## src/rtl/imem_loader.sv

```systemverilog
// imem_loader: boot-time instruction-memory loader.
// Takes a count byte N, then 4*N data bytes (big-endian words). Each
// assembled word is written to instruction memory from word 0 upward.
// The CPU core stays in reset until the whole image is written.
// Optional build macro IMEM_LOADER_CHECKSUM_EN adds a trailing XOR
// checksum byte that must match before the core is released.
module imem_loader #(
  parameter int ADDR_W = 6,
  parameter int WORDS  = 64
) (
  input  logic              clk,
  input  logic              rst_n,
  input  logic              rx_valid,
  input  logic [7:0]        rx_data,
  output logic              rx_ready,
  output logic              im_we,
  output logic [ADDR_W-1:0] im_addr,
  output logic [31:0]       im_wdata,
  output logic              cpu_rst_n,
  output logic              done,
  output logic              err
);

`ifdef IMEM_LOADER_CHECKSUM_EN
  typedef enum logic [2:0] {S_IDLE, S_LOAD, S_CHECK, S_RUN, S_ERR} state_t;
`else
  typedef enum logic [2:0] {S_IDLE, S_LOAD, S_RUN, S_ERR} state_t;
`endif

  state_t              state_q;
  state_t              state_d;
  logic [7:0]          cnt_q;
  logic [1:0]          byte_q;
  logic [ADDR_W-1:0]   word_q;
  logic [23:0]         asm_q;
  logic                accept;
  logic                count_ok;
  logic                word_done;
  logic                last_word;
  logic [7:0]          word_ext;
`ifdef IMEM_LOADER_CHECKSUM_EN
  logic [7:0]          csum_q;
`endif

  // Ready depends only on state, so acceptance never loops back into itself.
  assign rx_ready  = (state_q != S_RUN) && (state_q != S_ERR);
  assign accept    = rx_valid && rx_ready;
  assign count_ok  = (rx_data != 8'd0) && ({24'd0, rx_data} <= 32'(WORDS));
  assign word_done = accept && (state_q == S_LOAD) && (byte_q == 2'd3);
  assign word_ext  = 8'(word_q);
  assign last_word = (word_ext + 8'd1) == cnt_q;

  // State register.
  always_ff @(posedge clk or negedge rst_n) begin
    if (!rst_n) state_q <= S_IDLE;
    else        state_q <= state_d;
  end

  // Next-state decode: count check, end-of-image, optional checksum compare.
  always_comb begin
    state_d = state_q;
    case (state_q)
      S_IDLE: begin
        if (accept) state_d = count_ok ? S_LOAD : S_ERR;
      end
      S_LOAD: begin
`ifdef IMEM_LOADER_CHECKSUM_EN
        if (word_done && last_word) state_d = S_CHECK;
`else
        if (word_done && last_word) state_d = S_RUN;
`endif
      end
`ifdef IMEM_LOADER_CHECKSUM_EN
      S_CHECK: begin
        if (accept) state_d = (rx_data == csum_q) ? S_RUN : S_ERR;
      end
`endif
      default: state_d = state_q;
    endcase
  end

  // Byte assembly, word counters and the registered memory-write stage.
  always_ff @(posedge clk or negedge rst_n) begin
    if (!rst_n) begin
      cnt_q     <= 8'd0;
      byte_q    <= 2'd0;
      word_q    <= '0;
      asm_q     <= 24'd0;
      im_we     <= 1'b0;
      im_addr   <= '0;
      im_wdata  <= 32'd0;
      cpu_rst_n <= 1'b0;
      done      <= 1'b0;
      err       <= 1'b0;
    end else begin
      im_we     <= word_done;
      cpu_rst_n <= (state_q == S_RUN);
      done      <= (state_q == S_RUN);
      err       <= (state_q == S_ERR);
      if (accept && (state_q == S_IDLE)) begin
        cnt_q  <= rx_data;
        byte_q <= 2'd0;
        word_q <= '0;
      end
      if (accept && (state_q == S_LOAD)) begin
        asm_q  <= {asm_q[15:0], rx_data};
        byte_q <= byte_q + 2'd1;
      end
      if (word_done) begin
        im_addr  <= word_q;
        im_wdata <= {asm_q, rx_data};
        word_q   <= word_q + ADDR_W'(1);
      end
    end
  end

`ifdef IMEM_LOADER_CHECKSUM_EN
  // Running XOR of data bytes only; held clear while waiting for a count.
  always_ff @(posedge clk or negedge rst_n) begin
    if (!rst_n)                           csum_q <= 8'd0;
    else if (state_q == S_IDLE)           csum_q <= 8'd0;
    else if (accept && state_q == S_LOAD) csum_q <= csum_q ^ rx_data;
  end
`endif

endmodule

```

## config.mk

```make
export PLATFORM = sky130hd
export DESIGN_NAME = imem_loader
export DESIGN_NICKNAME = d
export VERILOG_FILES = /design/src/rtl/imem_loader.sv
export SDC_FILE = /design/constraint.sdc
export NUM_CORES = 1
export LEC_CHECK = 0
export ABC_AREA = 1
export BUFFER_PORTS_ARGS = -buffer_cell sky130_fd_sc_hd__buf_2
export CAP_MARGIN = 20
export CORE_UTILIZATION = 45
export CTS_CLUSTER_DIAMETER = 80
export DETAILED_ROUTE_END_ITERATION = 6
export PLACE_DENSITY_LB_ADDON = 0.05
export SLEW_MARGIN = 10
export SYNTH_ARGS = -nofsm -noshare
export SYNTH_HDL_FRONTEND = slang
export SYNTH_SLANG_ARGS = --single-unit
```

## constraint.sdc

```tcl
create_clock -name clk -period 2.1 [get_ports clk]
set_clock_uncertainty 0.2 [all_clocks]
set_input_delay 0.21 -clock clk [delete_from_list [all_inputs] [get_ports clk]]
set_output_delay 0.21 -clock clk [all_outputs]
set_load 0.005 [all_outputs]
```

Word-level counts from Yosys, hierarchy flattened:

Index checks and enable logic that the tools add are counted.

* $add $sub $neg: 3
* order comparisons: 1
* equal/unequal tests: 9
* multiplexer cells: 8
* reductions and logical operators: 13

Operator list (number)
* 6-bit two-way mux: 2
* 7-bit by 8-bit == test with 1-bit output: 1
* 8-bit by 7-bit less-or-equal comparator with 1-bit output (second input constant): 1
* 8-bit nonzero test: 1
* 6-bit by 1-bit adder with 7-bit output (second input constant): 1
* 1-bit logical AND: 7
* 6-bit by 1-bit adder with 6-bit output (second input constant): 1
* 3-bit by 2-bit == test with 1-bit output (second input constant): 2
* 2-bit two-way mux: 3
* 3-bit two-way mux: 2
* 3-bit by 2-bit inequality test with 1-bit output (second input constant): 2
* 3-bit one-hot mux with 2 select lines: 1
* 2-bit nonzero test: 3
* 2-bit inequality test (second input constant): 2
* 3-bit by 1-bit == test with 1-bit output (second input constant): 1
* 3-bit logical NOT: 1
* 3-bit AND reduction: 1
* 2-bit by 1-bit adder with 2-bit output (second input constant): 1
* 2-bit == test (second input constant): 1

* bits in registers: 84
* bits of input ports: 11
* output and inout port bits: 43
* word-level logic and storage cells: 44

Depth between registers and ports, before layout:

Gate-level depths: netlist of the first run.

* depth in word-level cells: 8
* depth in mapped cells: 11
* gate-level depth less buffers: 11

Worst setup path after synthesis of the first run:

Ideal clock, no wire load.

* kind: flip-flop to flip-flop
* start: register word_q[0]
* end: register state_q[1]
* setup time: 121 ps
* arrival time: 1356 ps
* required time: 1779 ps
* path slack: 423 ps
* stages on the path, launching flop included: 11
* path buffers: 0
* clock period less this slack: 1677 ps
* cells stage by stage: dfrtp_1 ha_1 nand2_1 nand2_1 or2_2 nand3_1 nor2_1 nand3_1 nand2_1 nand2_1 nand2_1

* word-level cells in the longest chain between the ends: 5

RTL lines
* start: declaration: RTL line 34 `logic [ADDR_W-1:0] word_q;`
* start signal: assignment: RTL line 112 `word_q <= word_q + ADDR_W'(1);`
* 6-bit by 1-bit adder with 7-bit output: RTL line 51 `assign last_word = (word_ext + 8'd1) == cnt_q;`
* 7-bit by 8-bit == test with 1-bit output: RTL line 51
* 1-bit logical AND: RTL line 70 `if (word_done && last_word) state_d = S_RUN;`
* 2-bit inequality test (no line)
* 3-bit AND reduction (no line)
* end signal: assignment: RTL line 56 `else state_q <= state_d;`
* end: declaration: RTL line 30 `state_t state_q;`

Every way passes these cells.
A chain may end at the register's enable or synchronous reset.

Worst setup path after layout of the first run:

Same ends and word-level chain as after synthesis.

==> metrics.log, run 1 <==
INFO  metric finalWirelength = ~6.7 mm
INFO  metric xor_xnor_portion_of_the_synthesized_cell_area = roughly 1.2%
INFO  metric detail_route.wl_per_cell = 12.91 um
INFO  metric port_buffers = 53
INFO  metric synth_top_cell_area_share = a little over three fifths
INFO  metric share_of_the_synthesized_area_in_compound_gates_ao_oa_aoi_oai = a little under an eighth
INFO  metric synth_top_family_by_area = simple AND/OR/NAND/NOR gates
INFO  metric area.sequential = 2077 um^2
INFO  metric synth_largest_area_cell = sky130_fd_sc_hd__dfrtp_1
INFO  metric synth.cell_area = 3306 um^2
INFO  metric avgViaCountPerCell = 4.719
INFO  metric tcrit_tclk_final = 88.06%
INFO  metric antenna_left = 0
INFO  metric layout.cell_area.non_filler = approximately 4000 um^2
INFO  metric synth.avg_cell_area = between 9 and 10 um^2
INFO  metric post_dp_cell_area = around 3700 um^2
INFO  metric final_nets = 429
INFO  metric dpl.hpwl = 4.569 mm
INFO  metric post_synth_mux_area_share = 0%
INFO  metric fillerInstances = around 660
INFO  metric crit_arrival = about 1.9 ns
INFO  metric iter_0_drt_violations = about 130
INFO  metric fp.dieArea = 7693 um^2
INFO  metric fin_worst_setup_slack = roughly 0.25 ns
INFO  metric final_layout_size_suffix_gt1_share = 18.81%
INFO  metric final.setup.tns = 0 ns
INFO  metric required = roughly 2.1 ns
INFO  metric multi_input_gate_area_in_the_final_layout = about 1000 um^2
INFO  metric synth.net_count = between 300 and 400
INFO  metric static-leakage-power = approximately 0.0022 uW
INFO  metric report.final.slew_viol_count = 0
INFO  metric die_y = approximately 90 um
INFO  metric synth_to_final_area_change = 20.74%
INFO  metric track_usage = between 10% and 20%
INFO  metric grt_setup_unrepaired = no
INFO  metric detail_route.first_pass.iterations = 4
INFO  metric final_count_of_negative_setup_slack_endpoints = 0
INFO  metric switching_power = just under 600 uW
INFO  metric gp_congestion = about 0.81
INFO  metric clkTransAtPathRegs = about 0.08 ns
INFO  metric crit_startpoint = word_q[0]
INFO  metric drt_drc_violations_left = 0
INFO  metric p_seq_share = a little under three fifths
INFO  metric synth_cell_types = 25
INFO  metric number_of_cts_inserted_buffers = 9
INFO  metric htreeDepth = 3
INFO  metric worstSetupEndpoint = state_q[1]
INFO  metric via_count = 2435
INFO  metric timing.rr.end = state_q[1]
INFO  metric tightestPinTransition = approximately 0.41 ns
INFO  metric layout_commonest_cell = sky130_fd_sc_hd__nand2_1
INFO  metric boundaryPins = between 50 and 60
INFO  metric dpl_ws = around 0.28 ns
INFO  metric total_overflow_reported_by_the_global_router = 0
INFO  metric switching_fraction = approximately a fifth
INFO  metric power_frac_comb = under 10%
INFO  metric final_cell_mix = 110 x sky130_fd_sc_hd__nand2_1, 83 x sky130_fd_sc_hd__dfrtp_1, 66 x sky130_fd_sc_hd__o21ai_0
INFO  metric vdd_ir_drop_max = a little over 0.4 mV
INFO  metric max_freq = ~540 MHz
INFO  metric diodes = 0
INFO  metric seq_area_frac_synth = 62.83%
INFO  metric period_needed = between 1.5 and 2 ns
INFO  metric ctsLongestPathBuffers = 2
INFO  metric starting_density_of_the_core = 47.60%
INFO  metric cts_num_sinks = a little over 80
INFO  metric start_kind = flop
INFO  metric worstPathMaxFanout = 6
INFO  metric post-cts-setup-buffers = 0
INFO  metric grt_pass1_vias = 2303
INFO  metric grt_max_degree = 59
INFO  metric clkLatencyLatePin = roughly 0.35 ns
INFO  metric power_density = between 700 and 800 nW/um^2
INFO  metric synth_simple_gate_area_share = between 10% and 20%
INFO  metric max-cap-violations = 0
INFO  metric pwr-share-clk = roughly two fifths
INFO  metric worst_r2r_startpoint = word_q[0]
INFO  metric hold_class = input pin to flop
INFO  metric yosys_warnings = 0
INFO  metric clock_tree.root_cell = sky130_fd_sc_hd__clkbuf_8
INFO  metric critical_path_class = flop to flop
INFO  metric grt_first_pass_wirelength = between 10 and 15 mm
INFO  metric relSlewSlack = 72.64%
INFO  metric hold_violations = 0
INFO  metric post_synth_inst_count = between 300 and 400
INFO  metric synth_fa_ha_area_share = less than 1%
INFO  metric r2r_slack = between 0.2 and 0.3 ns
INFO  metric cts_tree = done
INFO  metric design.core.area = approximately 7000 um^2
INFO  metric totalPowerFinal = between 2000 and 3000 uW
INFO  metric grt_antenna_before_repair = 0
INFO  metric setup.worst_path.end_class = flop
INFO  metric yosys_register_bits = 83
INFO  metric p_int = ~2300 uW
INFO  metric dieWidth = just under 90 um
INFO  metric num_rows = 30
INFO  metric status = complete, no violations
INFO  metric synth_top_cells_by_area = sky130_fd_sc_hd__dfrtp_1 63%, sky130_fd_sc_hd__nand2_1 12%, sky130_fd_sc_hd__o21ai_0 10%, sky130_fd_sc_hd__inv_1 4.3%, sky130_fd_sc_hd__nor2_1 1.1%
INFO  metric cell_depth_of_the_worst_flop_to_flop_path = 10
-- registers in the layout, indices dropped and copies added, names as in the netlist --
| signal | cells |
|---|---|
| im_wdata | 32 |
| asm_q | 24 |
| cnt_q | 8 |
| im_addr | 6 |
| word_q | 6 |
| byte_q | 2 |
| state_q | 2 |
| done | 1 |
| err | 1 |
| im_we | 1 |
-- cell usage after synthesis --
cell type,count
sky130_fd_sc_hd__nand2_1,110
sky130_fd_sc_hd__dfrtp_1,83
sky130_fd_sc_hd__o21ai_0,66
sky130_fd_sc_hd__inv_1,38
sky130_fd_sc_hd__nor2_1,10
sky130_fd_sc_hd__clkbuf_1,8
sky130_fd_sc_hd__nand3_1,6
sky130_fd_sc_hd__buf_2,4
sky130_fd_sc_hd__a21oi_1,3
sky130_fd_sc_hd__o22ai_1,3
sky130_fd_sc_hd__ha_1,2
sky130_fd_sc_hd__inv_2,2
sky130_fd_sc_hd__nand3b_1,2
sky130_fd_sc_hd__nand4_1,2
sky130_fd_sc_hd__xor2_1,2
sky130_fd_sc_hd__a22o_1,1
sky130_fd_sc_hd__buf_4,1
sky130_fd_sc_hd__buf_6,1
sky130_fd_sc_hd__nand3_2,1
sky130_fd_sc_hd__nand4_4,1
sky130_fd_sc_hd__nor2_4,1
sky130_fd_sc_hd__o211ai_1,1
sky130_fd_sc_hd__o21a_1,1
sky130_fd_sc_hd__or2_2,1
sky130_fd_sc_hd__xnor3_1,1
-- through the flow --
stage	cells	hold slack [ns]	util [%]
after floorplan	351	-0.2856	-
after detailed placement	492	-0.05754	53.21
final	516	0.04406	57.48
after global placement	492	-0.05459	53.21
after global routing	516	0.06764	57.48
after CTS	516	0.02512	57.48
-- critical path, stage by stage (launching register included) --
cell                      delay [ns]
sky130_fd_sc_hd__dfrtp_1        0.44
sky130_fd_sc_hd__ha_1           0.23
sky130_fd_sc_hd__nand2_1        0.12
sky130_fd_sc_hd__nand2_1        0.10
sky130_fd_sc_hd__or2_2          0.28
sky130_fd_sc_hd__nand3_1        0.08
sky130_fd_sc_hd__nor2_1         0.04
sky130_fd_sc_hd__nand3_1        0.09
sky130_fd_sc_hd__nand2_1        0.06
sky130_fd_sc_hd__nand2_1        0.06
sky130_fd_sc_hd__nand2_1        0.04
-- power groups by stage --
stage                     combinational, uW  sequential, uW  clock (uW)
final                                  71.7            1600        1200
after global routing                   83.1            1600        1310
after CTS                              74.4            1600        1240
after detailed placement               61.8            1630           0
after global placement                 62.6            1630           0
after floorplan                        6.02            1630           0
-- what timing repair did --
action                    in CTS  in global routing
resized for setup              0                  0
hold buffers                   9                  0
hold endpoints to repair     106                  0
-- how the worst min path moves through the flow --
stage          cells after the start  slack (ns)      from           end
2_1_floorplan                      0       -0.29     rst_n      asm_q[0]
3_3_place_gp                       1       -0.05     rst_n  im_wdata[27]
3_5_place_dp                       1       -0.06     rst_n  im_wdata[19]
4_1_cts                            3        0.03  rx_valid      cnt_q[2]
5_1_grt                            3        0.07  rx_valid     word_q[2]
6_report                           3        0.04  rx_valid      cnt_q[2]
-- per-layer routing --
layer / global-route usage, % / share of wire (%)
met2: 27.84 / 42
met1: 28.51 / 54
met3: 5.749 / 3.3
met5: 0 / 0
met4: 6.259 / 0.96
-- layout make-up --
cell class,instances,area share (%)
Clock buffer,10,3.197
Inverter,40,3.762
Multi-Input combinational cell,214,25.30
Sequential cell,83,52.04
Tap cell,96,3.009
Timing Repair Buffer,68,10.72
Clock inverter,5,1.975
-- cells by family (layout without fill, tap and decap cells) --
logic type | Yosys count | after routing
xor+xnor | 3 | 3
fa+ha+maj | 2 | 2
compound gates | 75 | 75
buf+inv | 54 | 123
flops | 83 | 83
simple gates | 134 | 134
No activity file was read; power rests on OpenSTA's default activity.
==> run 2: changes to the inputs <==
- ABC_AREA: 1 -> unset
==> run 2 against run 1 <==
Effect of this change: critical path depth down 5; hold slack improved by 0.031 ns; sequential power grew 69%; global-route usage rose by 0.28 points; clock-buffer cell count unchanged; power increased by 95%; non-clock buffer count up 9; critical path type unchanged; largest power group unchanged; highest routed layer unchanged.
==> metrics.log, run 2 <==
INFO  metric status = complete, no violations
INFO  metric grt_pass1_vias = 2338 (+1.5%)
INFO  metric ctsLongestPathBuffers = 2 (unchanged)
INFO  metric worstPathMaxFanout = 6 (unchanged)
INFO  metric clkTransAtPathRegs = 0.09 ns (about the same)
INFO  metric hold_violations = 0 (unchanged)
INFO  metric tightestPinTransition = 0.4306 ns (+0.02068 ns)
INFO  metric final_count_of_negative_setup_slack_endpoints = 0 (unchanged)
INFO  metric synth_top_cells_by_area = sky130_fd_sc_hd__dfrtp_1 62%, sky130_fd_sc_hd__nand2_1 16%, sky130_fd_sc_hd__mux2_2 8.0%, sky130_fd_sc_hd__xor2_1 1.6%, sky130_fd_sc_hd__o21ai_0 1.3%
INFO  metric post_synth_inst_count = 328 (-6.6%)
INFO  metric power_density = 1349 nW/um^2 (+87%)
INFO  metric yosys_register_bits = 83 (unchanged)
INFO  metric tcrit_tclk_final = 96.07% (+8.0 points)
INFO  metric max-cap-violations = 0 (unchanged)
INFO  metric grt_antenna_before_repair = 0 (unchanged)
INFO  metric detail_route.first_pass.iterations = 4 (unchanged)
INFO  metric static-leakage-power = 0.002160 uW (-0.64%)
INFO  metric design.core.area = 7253 um^2 (+4.5%)
INFO  metric fillerInstances = 671 (+1.4%)
INFO  metric clock_tree.root_cell = sky130_fd_sc_hd__clkbuf_8
INFO  metric largest-register = im_wdata
INFO  metric iter_0_drt_violations = 118 (-12%)
INFO  metric reg_top3 = im_wdata x32, asm_q x24, cnt_q x8
INFO  metric hold-worst-slack = 0.07547 ns (+0.03141 ns)
INFO  metric relSlewSlack = 71.29% (-1.3 points)
INFO  metric htreeDepth = 3 (unchanged)
INFO  metric layout_commonest_cell = sky130_fd_sc_hd__nand2_1
INFO  metric synth_largest_area_cell = sky130_fd_sc_hd__dfrtp_1
INFO  metric synth.net_count = 341 (-6.3%)
INFO  metric antenna_left = 0 (unchanged)
INFO  metric clkLatencyLatePin = 0.35 ns (about the same)
INFO  metric num_rows = 31 (+3.3%)
INFO  metric crit_arrival = 2.06 ns (+0.18 ns)
INFO  metric die_y = 88.58 um (+0.99%)
INFO  metric final_layout_size_suffix_gt1_share = 28.89% (+10 points)
INFO  metric diodes = 0 (unchanged)
INFO  metric vdd_ir_drop_max = 0.6740 mV (+65%)
INFO  metric via_count = 2396 (-1.6%)
INFO  metric port_buffers = 53 (unchanged)
INFO  metric cts_num_sinks = 83 (unchanged)
INFO  metric setup.worst_path.end_class = flop
INFO  metric required = 2.14 ns (about the same)
INFO  metric seq_area_frac_synth = 61.57% (-1.3 points)
INFO  metric hold_class = input pin to flop
INFO  metric dieWidth = 88.58 um (+0.99%)
INFO  metric final_cell_mix = 146 x sky130_fd_sc_hd__nand2_1, 83 x sky130_fd_sc_hd__dfrtp_1, 52 x sky130_fd_sc_hd__buf_2
INFO  metric max_freq = 495.7 MHz (-8.3%)
INFO  metric number_of_cts_inserted_buffers = 9 (unchanged)
INFO  metric boundaryPins = 54 (unchanged)
INFO  metric grt_first_pass_wirelength = 11.39 mm (+1.5%)
INFO  metric synthFlopType = sky130_fd_sc_hd__dfrtp_1
INFO  metric number_of_flip_flops_under_the_largest_register_name = 32 (unchanged)
INFO  metric start_kind = flop
INFO  metric number_of_flops_mapped_to_enable_cells_by_yosys = 0 (unchanged)
INFO  metric dpl.hpwl = 4.461 mm (-2.4%)
INFO  metric total_overflow_reported_by_the_global_router = 0 (unchanged)
INFO  metric yosys_warnings = 0 (unchanged)
INFO  metric period_needed = 2.017 ns (+0.1682 ns)
INFO  metric post-cts-setup-buffers = 0 (unchanged)
INFO  metric finalWirelength = 6.961 mm (+4.5%)
INFO  metric drt_drc_violations_left = 0 (unchanged)
INFO  metric report.final.slew_viol_count = 0 (unchanged)
INFO  metric final_nets = 413 (-3.7%)
INFO  metric synth.avg_cell_area = 10.28 um^2 (+9.2%)
INFO  metric async_set_or_reset_register_ratio_after_synthesis = 100.0% (unchanged)
INFO  metric avgViaCountPerCell = 4.754 (+0.74%)
INFO  metric gp_congestion = 0.8176 (+0.76%)
INFO  metric synth_to_final_area_change = 23.11%
INFO  metric synth_cell_types = 33 (+32%)
INFO  metric critical_path_class = flop to flop
INFO  metric cts_tree = done
INFO  metric library_cell_with_the_highest_instance_count_after_synthesis = sky130_fd_sc_hd__nand2_1
INFO  metric synth_top_cell_area_share = 61.57% (-1.3 points)
INFO  metric fp.dieArea = 7846 um^2 (+2.0%)
INFO  metric track_usage = 19.76% (+0.28 points)
INFO  metric synth.cell_area = 3373 um^2 (+2.0%)
INFO  metric starting_density_of_the_core = 46.51% (-1.1 points)
INFO  metric detail_route.wl_per_cell = 13.81 um (+7.0%)
INFO  metric grt_max_degree = 84 (+42%)
INFO  metric totalPowerFinal = 5600 uW (+95%)
INFO  metric cell_types_with_the_highest_counts_after_synthesis = 146 x sky130_fd_sc_hd__nand2_1, 83 x sky130_fd_sc_hd__dfrtp_1, 24 x sky130_fd_sc_hd__mux2_2
## run 2: worst max-delay path, cell delays in order (launching register included)
cell	delay (ns)
sky130_fd_sc_hd__dfrtp_1	0.47
sky130_fd_sc_hd__nand3_2	0.15
sky130_fd_sc_hd__o21a_1	0.20
sky130_fd_sc_hd__or4_4	0.49
sky130_fd_sc_hd__a221oi_4	0.29
sky130_fd_sc_hd__o21ai_0	0.10
## run 2: cell type report
class	instances	area, um^2	share of cell area, %
Clock buffer	10	137.6	3.314
Clock inverter	6	63.81	1.537
Inverter	3	11.26	0.2712
Multi-Input combinational cell	226	1244	29.95
Sequential cell	83	2077	50.02
Tap cell	99	123.9	2.983
Timing Repair Buffer	77	495.5	11.93
## run 2: cells by family (layout without fill, tap and decap cells)
logic type / count (synthesis) / after routing / share of synthesized area [%]
xor gates and xnor gates: 7 / 7 / 2.263
and+or+nand+nor: 175 / 175 / 21.37
adders and majority gates: 2 / 2 / 0.7417
AOI/OAI and AO/OA: 18 / 18 / 3.598
muxes: 24 / 24 / 8.012
DFF: 83 / 83 / 61.57
buffers and inverters: 19 / 96 / 2.448
## run 2: final timing paths
check	startpoint	to	slack, ns	cells after the start
worst max register to register	word_q[4]	state_q[0]	0.08	5
max in group asynchronous	rst_n	im_wdata[6]	1.14	3
min in group asynchronous	rst_n	im_wdata[25]	0.23	3
worst min register to register	asm_q[22]	im_wdata[30]	0.27	2
worst max-delay path	word_q[4]	state_q[0]	0.08	5
worst min-delay path	rx_valid	byte_q[1]	0.08	3
## run 2: power by group
part	total [uW]	internal (uW)	switching, uW
registers	2700	2290	411
clock network	1170	582	592
logic	1730	915	816
total	5600	3780	1820
## run 2: per-stage QoR
| step | instances | worst slack (ns) | instance area, um^2 | TNS [ns] | utilization, % |
|---|---|---|---|---|---|
| floorplan | 328 | 0.03662 | 3376 | 0 | - |
| global placement | 479 | 0.1067 | 3834 | 0 | 52.85 |
| detailed placement | 479 | 0.04771 | 3834 | 0 | 52.85 |
| CTS | 504 | 0.04292 | 4125 | 0 | 56.87 |
| global route | 504 | -0.0006386 | 4153 | -0.0006386 | 57.25 |
| finish | 504 | 0.08262 | 4153 | 0 | 57.25 |
## run 2: routing by layer
layer  global-route usage [%]  share of wire (%)
met1                    28.47                 52
met2                    29.16                 44
met3                    4.104                2.8
met4                    8.358                1.7
met5                        0                  0
## run 2: what timing repair did
action	in CTS	in global routing
hold buffers	9	0
endpoints found under the setup margin	0	3
resized for setup	0	6
hold endpoints to repair	107	0
==> run 3: changes to the inputs <==
- CORE_UTILIZATION: 45 -> 50
- RECOVER_POWER: unset -> 100
==> run 3 against run 2 <==
Effect of this change: power is 5.5% higher; the run now ends with DRC left; final cell count is 4.8% lower; hold slack better by 0.019 ns; die area is 9.8% lower; wire length is 2.3% lower; combinational power is 3% lower; largest cell class unchanged; maximum frequency is 0.49% higher; core utilization is 7.2 points higher; critical path type is now input pin to flop; non-clock buffer count is 2 lower.
==> metrics.log, run 3 (synthesis results as in run 2) <==
INFO  metric multi_input_gate_area_in_the_final_layout = 1244 um^2 (unchanged)
INFO  metric dpl_ws = 0.05331 ns (+0.005601 ns)
INFO  metric grt_first_pass_wirelength = 11.92 mm (+4.6%)
INFO  metric tcrit_tclk_final = 95.60% (-0.47 points)
INFO  metric via_count = 2446 (+2.1%)
INFO  metric largest-register = im_wdata
INFO  metric hold_class = input pin to flop
INFO  metric setup.worst_path.end_class = flop
INFO  metric static-leakage-power = 0.002116 uW (-2.0%)
INFO  metric tightestPinTransition = 0.7956 ns (+0.3650 ns)
INFO  metric final_layout_size_suffix_gt1_share = 25.06% (-3.8 points)
INFO  metric detail_route.wl_per_cell = 14.17 um (+2.6%)
INFO  metric failed_checks = DRC
INFO  metric grt_pass1_vias = 2444 (+4.5%)
INFO  metric totalPowerFinal = 5907 uW (+5.5%)
INFO  metric critical_path_buf_inv_count = 2 (+2)
INFO  metric diodes = 0 (unchanged)
INFO  metric max_freq = 498.1 MHz (+0.49%)
INFO  metric dpl.hpwl = 4.398 mm (-1.4%)
INFO  metric crit_arrival = 2.04 ns (-0.02 ns)
INFO  metric layout_commonest_cell = sky130_fd_sc_hd__nand2_1
INFO  metric report.final.slew_viol_count = 0 (unchanged)
INFO  metric number_of_cts_inserted_buffers = 9 (unchanged)
INFO  metric cell_depth_of_the_worst_flop_to_flop_path = 6 (+1)
INFO  metric p_int = 4087 uW (+8.1%)
INFO  metric final_nets = 411 (-0.48%)
INFO  metric power_frac_comb = 28.3% (-2.6 points)
INFO  metric cts_tree = done
INFO  metric number_of_flip_flops_under_the_largest_register_name = 32 (unchanged)
INFO  metric post_dp_cell_area = 3779 um^2 (-1.4%)
INFO  metric iter_0_drt_violations = 143 (+21%)
INFO  metric timing.rr.end = state_q[0]
INFO  metric fin_worst_setup_slack = 0.09241 ns (+0.009795 ns)
INFO  metric worst_min_delay_path_startpoint = rx_valid
INFO  metric fillerInstances = 560 (-17%)
INFO  metric clock_tree.root_cell = sky130_fd_sc_hd__clkbuf_8
INFO  metric crit_startpoint = rx_data[5]
INFO  metric clkTransAtPathRegs = 0.08 ns (about the same)
INFO  metric synth_to_final_area_change = 22.66%
INFO  metric max-cap-violations = 0 (unchanged)
INFO  metric gp_congestion = 0.7612 (-6.9%)
INFO  metric pwr-share-clk = 25.6% (+4.6 points)
INFO  metric final_cell_mix = 146 x sky130_fd_sc_hd__nand2_1, 82 x sky130_fd_sc_hd__dfrtp_1, 38 x sky130_fd_sc_hd__buf_2
INFO  metric layout.cell_area.non_filler = 4138 um^2 (-0.36%)
INFO  metric reg_top3 = im_wdata x32, asm_q x24, cnt_q x8
INFO  metric detail_route.first_pass.iterations = 7 (+3)
INFO  metric worst_path_largest_cell_delay = 0.52 ns (+0.03 ns)
INFO  metric relSlewSlack = 46.96% (-24 points)
INFO  metric track_usage = 21.78% (+2.0 points)
INFO  metric avgViaCountPerCell = 5.096 (+7.2%)
INFO  metric worst_path_dominant_cell_family = simple AND/OR/NAND/NOR gates
INFO  metric clkLatencyLatePin = 0.34 ns (about the same)
INFO  metric drt_drc_violations_left = 10 (+10)
INFO  metric design.core.area = 6422 um^2 (-11%)
INFO  metric start_kind = input pin
INFO  metric required = 2.13 ns (about the same)
INFO  metric die_y = 84.14 um (-5.0%)
INFO  metric antenna_left = 0 (unchanged)
INFO  metric num_rows = 29 (-6.5%)
INFO  metric crit_path_cell_trace = dlygate4sd3_1 -> buf_2 -> or4_1 -> nor3_2 -> xor2_1 -> or3_1 -> o31a_1
INFO  metric crit_cells = 7 (+2)
INFO  metric dieWidth = 84.14 um (-5.0%)
INFO  metric starting_density_of_the_core = 52.52% (+6.0 points)
INFO  metric htreeDepth = 3 (unchanged)
INFO  metric worst_path_max_delay_cell = sky130_fd_sc_hd__dlygate4sd3_1
INFO  metric vdd_ir_drop_max = 0.7054 mV (+4.7%)
INFO  metric finalWirelength = 6.802 mm (-2.3%)
INFO  metric period_needed = 2.008 ns (-0.009795 ns)
INFO  metric port_buffers = 53 (unchanged)
INFO  metric fp.dieArea = 7079 um^2 (-9.8%)
INFO  metric status = complete, but fails checks
INFO  metric critical_path_class = input pin to flop
INFO  metric area.sequential = 2078 um^2 (about the same)
INFO  metric worstPathMaxFanout = 4 (-2)
INFO  metric switching_fraction = 30.81% (-1.7 points)
INFO  metric hold_violations = 0 (unchanged)
INFO  metric worstSetupEndpoint = state_q[1]
INFO  metric power_density = 1428 nW/um^2 (+5.9%)
INFO  metric worst_r2r_startpoint = word_q[0]
INFO  metric hold-worst-slack = 0.09453 ns (+0.01906 ns)
INFO  metric p_seq_share = 46.1% (-2.0 points)
INFO  metric hold_depth = 3 (unchanged)
INFO  metric total_overflow_reported_by_the_global_router = 0 (unchanged)
INFO  metric grt_max_degree = 42 (-50%)
INFO  metric r2r_slack = 0.11 ns (+0.03 ns)
INFO  metric switching_power = 1820 uW (about the same)
INFO  metric ctsLongestPathBuffers = 2 (unchanged)
INFO  metric boundaryPins = 54 (unchanged)
INFO  metric final_count_of_negative_setup_slack_endpoints = 0 (unchanged)
INFO  metric cts_num_sinks = 83 (unchanged)
INFO  metric grt_antenna_before_repair = 0 (unchanged)
-- run 3: cell count changes in the layout (fill, tap and decap cells not counted), moves of 2 or more --
cell / change
sky130_fd_sc_hd__buf_4: -7
sky130_fd_sc_hd__clkbuf_2: +3
sky130_fd_sc_hd__buf_6: +2
sky130_fd_sc_hd__buf_2: -14
sky130_fd_sc_hd__bufinv_16: +3
sky130_fd_sc_hd__clkinv_2: -2
sky130_fd_sc_hd__clkbuf_1: +15
sky130_fd_sc_hd__buf_12: -2
-- run 3: layout make-up --
type | count | share of cell area [%]
Tap cell | 77 | 2.328
Timing Repair Buffer | 75 | 10.49
Sequential cell | 83 | 50.23
Multi-Input combinational cell | 226 | 30.06
Clock buffer | 10 | 3.326
Inverter | 3 | 0.2721
Clock inverter | 6 | 3.296
-- run 3: worst min path at each step --
stage	endpoint
after floorplan	asm_q[0]
after global placement	im_wdata[18]
after detailed placement	im_wdata[25]
after CTS	byte_q[0]
after global routing	byte_q[0]
final	byte_q[0]
-- run 3: tightest hold or removal path, cell delays in order --
cell and delay (ns):
sky130_fd_sc_hd__buf_2 0.12, sky130_fd_sc_hd__nand2b_1 0.14, sky130_fd_sc_hd__o21ai_0 0.12
-- run 3: metrics by stage --
step | setup TNS (ns) | utilization (%) | cells
floorplan | 0 | - | 328
global placement | 0 | 58.84 | 455
detailed placement | 0 | 58.84 | 455
CTS | 0 | 64.50 | 480
global route | -0.01671 | 64.43 | 480
finish | 0 | 64.43 | 480
-- run 3: repair_timing --
item / in CTS / in global routing
hold endpoints to repair: 88 / 0
hold buffers: 9 / 0
resized for setup: 0 / 10
buffers inserted: 0 / 0
endpoints found under the setup margin: 0 / 4
-- run 3: power by group through the flow --
stage | clock network, uW | registers (uW) | logic [uW]
floorplan | 0 | 2680 | 1020
global placement | 0 | 2720 | 1600
detailed placement | 0 | 2740 | 1650
CTS | 1540 | 2720 | 1690
global route | 1600 | 2820 | 1900
finish | 1510 | 2720 | 1670
-- run 3: metal layers --
metal	global-route usage, %	vias up	wire [um]
met3	3.638	7	240
li1	-	1200	-
met5	0	-	0
met2	32.41	53	3052
met4	8.464	0	77
met1	32.31	1186	3432
